### src/rtl/bufg_ibuf_if.sv
// Control and status bundle for the bufg_ibuf clock buffer/gate.
// The bench drives through master; the buffer implements slave.
interface bufg_ibuf_if #(
   parameter int CNT_W = 6
);
   logic             ce;
   logic             clr;
   logic             en_active;
   logic [CNT_W-1:0] edge_cnt;
   logic             cnt_sat;
   logic             clk_seen;

   modport master (
      output ce,
      output clr,
      input  en_active,
      input  edge_cnt,
      input  cnt_sat,
      input  clk_seen
   );

   modport slave (
      input  ce,
      input  clr,
      output en_active,
      output edge_cnt,
      output cnt_sat,
      output clk_seen
   );
endinterface

### src/rtl/bufg_ibuf.sv
// Pad buffer plus glitch-free gated global clock with a saturating edge counter.
// The enable changes only on falling spi_clk, so clk_global pulses are never cut short.
module bufg_ibuf #(
   parameter int CNT_W       = 6,
   parameter int CNT_MAX     = 33,
   parameter int SYNC_STAGES = 2
) (
   input  logic          spi_clk,
   input  logic          rst_n,
   output logic          clk_ibuf,
   output logic          clk_global,
   bufg_ibuf_if.slave    bus
);
   localparam logic [CNT_W-1:0] CNT_MAX_V = CNT_MAX[CNT_W-1:0];
   localparam logic [CNT_W-1:0] CNT_ONE   = {{(CNT_W-1){1'b0}}, 1'b1};

   logic [SYNC_STAGES-1:0] sync_r;
   logic                   en_q_r;
   logic [CNT_W-1:0]       edge_cnt_r;
   logic                   clk_seen_r;

   assign clk_ibuf   = spi_clk;
   assign clk_global = clk_ibuf & en_q_r;

   // Falling-edge synchronizer for ce, followed by the gate-enable flop.
   always_ff @(negedge spi_clk or negedge rst_n) begin
      if (!rst_n) begin
         sync_r <= {SYNC_STAGES{1'b0}};
         en_q_r <= 1'b0;
      end else begin
         sync_r <= {sync_r[SYNC_STAGES-2:0], bus.ce};
         en_q_r <= sync_r[SYNC_STAGES-1];
      end
   end

   // Counts enabled rising edges, saturating at CNT_MAX; clr wins over increment.
   always_ff @(posedge spi_clk or negedge rst_n) begin
      if (!rst_n) begin
         edge_cnt_r <= {CNT_W{1'b0}};
         clk_seen_r <= 1'b0;
      end else begin
         if (bus.clr) begin
            edge_cnt_r <= {CNT_W{1'b0}};
         end else if (en_q_r && (edge_cnt_r != CNT_MAX_V)) begin
            edge_cnt_r <= edge_cnt_r + CNT_ONE;
         end else begin
            edge_cnt_r <= edge_cnt_r;
         end
         if (en_q_r) begin
            clk_seen_r <= 1'b1;
         end else begin
            clk_seen_r <= clk_seen_r;
         end
      end
   end

   assign bus.en_active = en_q_r;
   assign bus.edge_cnt  = edge_cnt_r;
   assign bus.cnt_sat   = (edge_cnt_r == CNT_MAX_V);
   assign bus.clk_seen  = clk_seen_r;
endmodule

### src/flat_wrapper.sv
// flat-port wrapper written by rule: the top's interface ports become plain ports
module bufg_ibuf_flat 
#(
   parameter int CNT_W       = 6,
   parameter int CNT_MAX     = 33,
   parameter int SYNC_STAGES = 2
)
  (spi_clk, rst_n, clk_ibuf, clk_global, bus_ce, bus_clr, bus_en_active, bus_edge_cnt, bus_cnt_sat, bus_clk_seen);
  bufg_ibuf_if #(.CNT_W(CNT_W)) bus_i ();
  input  logic spi_clk;
  input  logic rst_n;
  output logic clk_ibuf;
  output logic clk_global;
  input wire logic [$bits(bus_i.ce)-1:0] bus_ce;
  input wire logic [$bits(bus_i.clr)-1:0] bus_clr;
  output wire logic [$bits(bus_i.en_active)-1:0] bus_en_active;
  output wire logic [$bits(bus_i.edge_cnt)-1:0] bus_edge_cnt;
  output wire logic [$bits(bus_i.cnt_sat)-1:0] bus_cnt_sat;
  output wire logic [$bits(bus_i.clk_seen)-1:0] bus_clk_seen;
  assign bus_i.ce = bus_ce;
  assign bus_i.clr = bus_clr;
  assign bus_en_active = bus_i.en_active;
  assign bus_edge_cnt = bus_i.edge_cnt;
  assign bus_cnt_sat = bus_i.cnt_sat;
  assign bus_clk_seen = bus_i.clk_seen;
  bufg_ibuf #(.CNT_W(CNT_W), .CNT_MAX(CNT_MAX), .SYNC_STAGES(SYNC_STAGES)) u_core (.spi_clk(spi_clk), .rst_n(rst_n), .clk_ibuf(clk_ibuf), .clk_global(clk_global), .bus(bus_i));
endmodule
### config.mk
export PLATFORM = sky130hd
export DESIGN_NAME = bufg_ibuf_flat
export DESIGN_NICKNAME = d
export VERILOG_FILES = /design/src/rtl/bufg_ibuf_if.sv /design/src/rtl/bufg_ibuf.sv /design/src/flat_wrapper.sv
export SDC_FILE = /design/constraint.sdc
export NUM_CORES = 1
export LEC_CHECK = 0
export ABC_CLOCK_PERIOD_IN_PS = 1500
export CAP_MARGIN = 20
export CORE_MARGIN = 2
export CORE_UTILIZATION = 25
export DETAILED_ROUTE_END_ITERATION = 8
export HOLD_SLACK_MARGIN = 0.03
export PLACE_DENSITY = 0.61
export SLEW_MARGIN = 10
export SYNTH_ARGS = -nofsm -noshare
export SYNTH_HDL_FRONTEND = slang
export SYNTH_SLANG_ARGS = --single-unit
### constraint.sdc
create_clock -name spi_clk -period 1.5 [get_ports spi_clk]
set_input_delay 0.15 -clock spi_clk [delete_from_list [all_inputs] [get_ports spi_clk]]
set_output_delay 0.15 -clock spi_clk [all_outputs]
set_load 0.02 [all_outputs]
==> out/qor.csv, run 1 <==
stage;metric;value;unit
setup_path;Worst Path Max Fanout;4;
logic_synthesis;ys flop type;dfrtp_1;
routing;# DRC;0;
setup_path;CP Class;flop to flop;
routing;final WL;1.24;mm
flow_run;total of max-cap violations;0;
setup_path;CP endpoint kind;flop;
floorplan;die width;48.8;µm
placed_design;Placed Cells;98;
setup_path;CP cell instances;buf_6 > buf_6 > nand4_1 > or3_1 > a21oi_2;
grt;antenna violations before repair;0;
grt;vias in the first global route;468;
setup_path;WP data arrival;2.34;ns
finish;synth-to-layout area growth;79.3;%
grt;first-pass GRT wire length;1.99;mm
setup_path;element type at the critical path start;flop;
grt;global-route usage over all layers;11.7;%
timing;clock skew;0.0181;ns
logic_synthesis;Yosys reg bits;10;
logic_synthesis;synth warn;0;
floorplan;num ports;15;
power;power per cell area;1220;nW/µm²
logic_synthesis;EDFF count, synth;0;
timing;final worst setup slack;-0.536;ns
logic_synthesis;cells after synthesis;48;
grt;met2 Resource Use GR;15.8;%
setup_path;CP max stage delay;0.43;ns
grt;busiest metal layer after global routing;met2;
timing;final max-slew violation count;0;
timing;Worst slew margin;84.8;%
status;status;finished with violations;
hold_path;Hold Crit Class;flop to flop;
floorplan;Initial Util;26.1;%
finish;nets@finish;93;
logic_synthesis;synth unique cells;26;
hold_path;hold wc startpoint;u_core.sync_r[0];
finish;ratio of cells with drive above 1 in the final layout;41.4;%
grt;GRT met1 Usage;13.4;%
status;violations in the final reports;negative setup slack;
timing;final hold slack;0.299;ns
timing;endpoints failing hold;0;
grt;GR Util met3;4.91;%
timing;Least-Margin Pin Slew;0.228;ns
floorplan;Die Footprint;2380;µm²
power;cell leakage power;0.412;nW
routing;DR vias;495;
logic_synthesis;Post-synth ARST share;100;%
cts;CTS tree;yes;
finish;Diodes inserted;0;
grt;pin count of the biggest net entering global routing;10;
power;maximum VDD drop;832;µV
timing;unrepaired setup endpoints after global routing;true;
cts;clk slew on worst S/H paths;0.07;ns
timing;# setup viols final;11;
grt;grt total ovfl;0;
setup_path;Crit path top cell by count;buf_6;
setup_path;CP Launch Point;u_core.bus.en_active;
setup_path;CP max-delay cell;dfrtn_1;
finish;post-route cell area;900;µm²
routing;Antenna Nets Post-Route;0;
placed_design;Post-DP Area;754;µm²
floorplan;row cnt;16;
routing;initial detailed-routing violation count;7;
setup_path;reg2reg start;u_core.bus.en_active;
logic_synthesis;Mapped Nets;54;
logic_synthesis;synthesized area per cell;10.5;µm²
placed_design;HPWL after DPL;869;µm
placed_design;IO Port Bufs;14;
floorplan;Die Y;48.8;µm
placed_design;RD Place Congestion;0.755;
routing;per-cell routed wire length;10.9;µm
floorplan;Core ar.;1920;µm²
cts;Skew-Pair Late Insertion Delay;0.38;ns
power;total power;1.10;mW
setup_path;Crit path required time;1.80;ns
logic_synthesis;Mapped Area;502;µm²
logic_synthesis;Seq/Total Area, Yosys;49.9;%
routing;TritonRoute pass-1 iters;4;
finish;Final Instance Count excl. Fillers;114;
routing;Vias/cell;4.34;
## cell families (layout without fill, tap and decap cells)
group | count (synthesis) | in the layout | share of synthesized area, %
flip-flops | 10 | 10 | 49.9
XOR/XNOR | 2 | 2 | 3.49
AO/OA/AOI/OAI | 8 | 8 | 10.5
buffers and inverters | 5 | 44 | 4.74
AND/OR/NAND/NOR | 21 | 21 | 26.4
adder cells (fa/ha/maj) | 2 | 2 | 4.99
## area by class of cell
class / instances / area [µm²]
multi-input combinational: 33 / 248
fill: 201 / 1020
inverter: 2 / 7.51
timing repair buffer: 31 / 270
sequential: 10 / 250
clock buffer: 11 / 90.1
tap: 27 / 33.8
## per-stage QoR
step	TNS (ns)	util, %	worst slack (ns)
floorplan	-2.62	-	-0.453
global route	-4.69	46.8	-0.586
finish	-4.12	46.8	-0.536
global placement	-3.11	39.3	-0.513
CTS	-3.91	45.2	-0.524
detailed placement	-3.33	39.3	-0.522
## cells in the final DEF (no fill, tap or decap), types with 2 or more instances in the layout
master	n
clkdlybuf4s50_1	3
clkbuf_4	7
o211ai_1	2
nand4_1	2
a31oi_1	2
ha_1	2
dfrtn_1	3
nor3b_1	2
a21oi_2	2
buf_6	5
dlygate4sd2_1	7
nand2_1	4
buf_4	16
dfrtp_1	7
nor2_1	4
## critical path, delay by kind of cell (launching register included)
family                 cells  cell delay [ns]
and+or+nand+nor            2             0.46
DFF                        1             0.43
buffers and inverters      2             0.20
AOI/OAI and AO/OA          1             0.12
## worst paths after layout
check	endpoint	cells after the start	slack, ns
max	u_core.bus.edge_cnt[5]	5	-0.54
min reg2reg	u_core.sync_r[1]	0	0.30
min	u_core.sync_r[1]	0	0.30
max reg2reg	u_core.bus.edge_cnt[5]	5	-0.54
min in group asynchronous	u_core.bus.edge_cnt[3]	2	0.54
max in group asynchronous	u_core.sync_r[1]	2	0.13
## state kept, by name (all words and copies together), names as in the netlist
signal and count:
u_core.bus.edge_cnt 6, u_core.bus.clk_seen 1, u_core.sync_r 2, u_core.bus.en_active 1
## synth_stat cells (all sizes together), types with 2 or more instances
library cell	instances	area [µm²]
a21oi	2	10.0
a31oi	2	12.5
buf	2	12.5
dfrtn	3	75.1
dfrtp	7	175
ha	2	25.0
inv	2	7.51
nand2	5	18.8
nand4	2	12.5
nor2	4	15.0
nor3b	3	33.8
o211ai	2	15.0
## timing repair
action                                 4_1_cts  5_1_grt
setup buffers                                4        2
resized for setup                           27        7
pin swaps                                    5        4
endpoints found under the hold margin        1        0
hold buffers                                 1        0
setup endpoints to repair                   18       12
## routing by layer
metal | part of all wire (%) | vias to the layer above | routed length, µm
met1 | 46 | 235 | 572
met2 | 49 | 13 | 609
met4 | 0 | 0 | 0
li1 | - | 247 | -
met3 | 4.9 | 0 | 61
met5 | 0 | - | 0
## power by group
group          switching [mW]  internal [mW]  total [mW]
Sequential             0.0126          0.291       0.303
Combinational           0.110          0.121       0.230
Clock                   0.216          0.347       0.563
Total                   0.339          0.758        1.10
Power figures use the tool's default switching activity.
==> run 2, diff against run 1 <==
Settings changed: CTS_CLUSTER_SIZE set to 16, HOLD_SLACK_MARGIN 0.03 to not set.
==> results of run 2 <==
The final DEF is identical to that of run 1; final timing and power are the same.
==> run 3, diff against run 2 <==
Settings changed: ABC_CLOCK_PERIOD_IN_PS 1500 to not set.
==> results of run 3 <==
The final DEF is identical to that of run 1; final timing and power are the same.
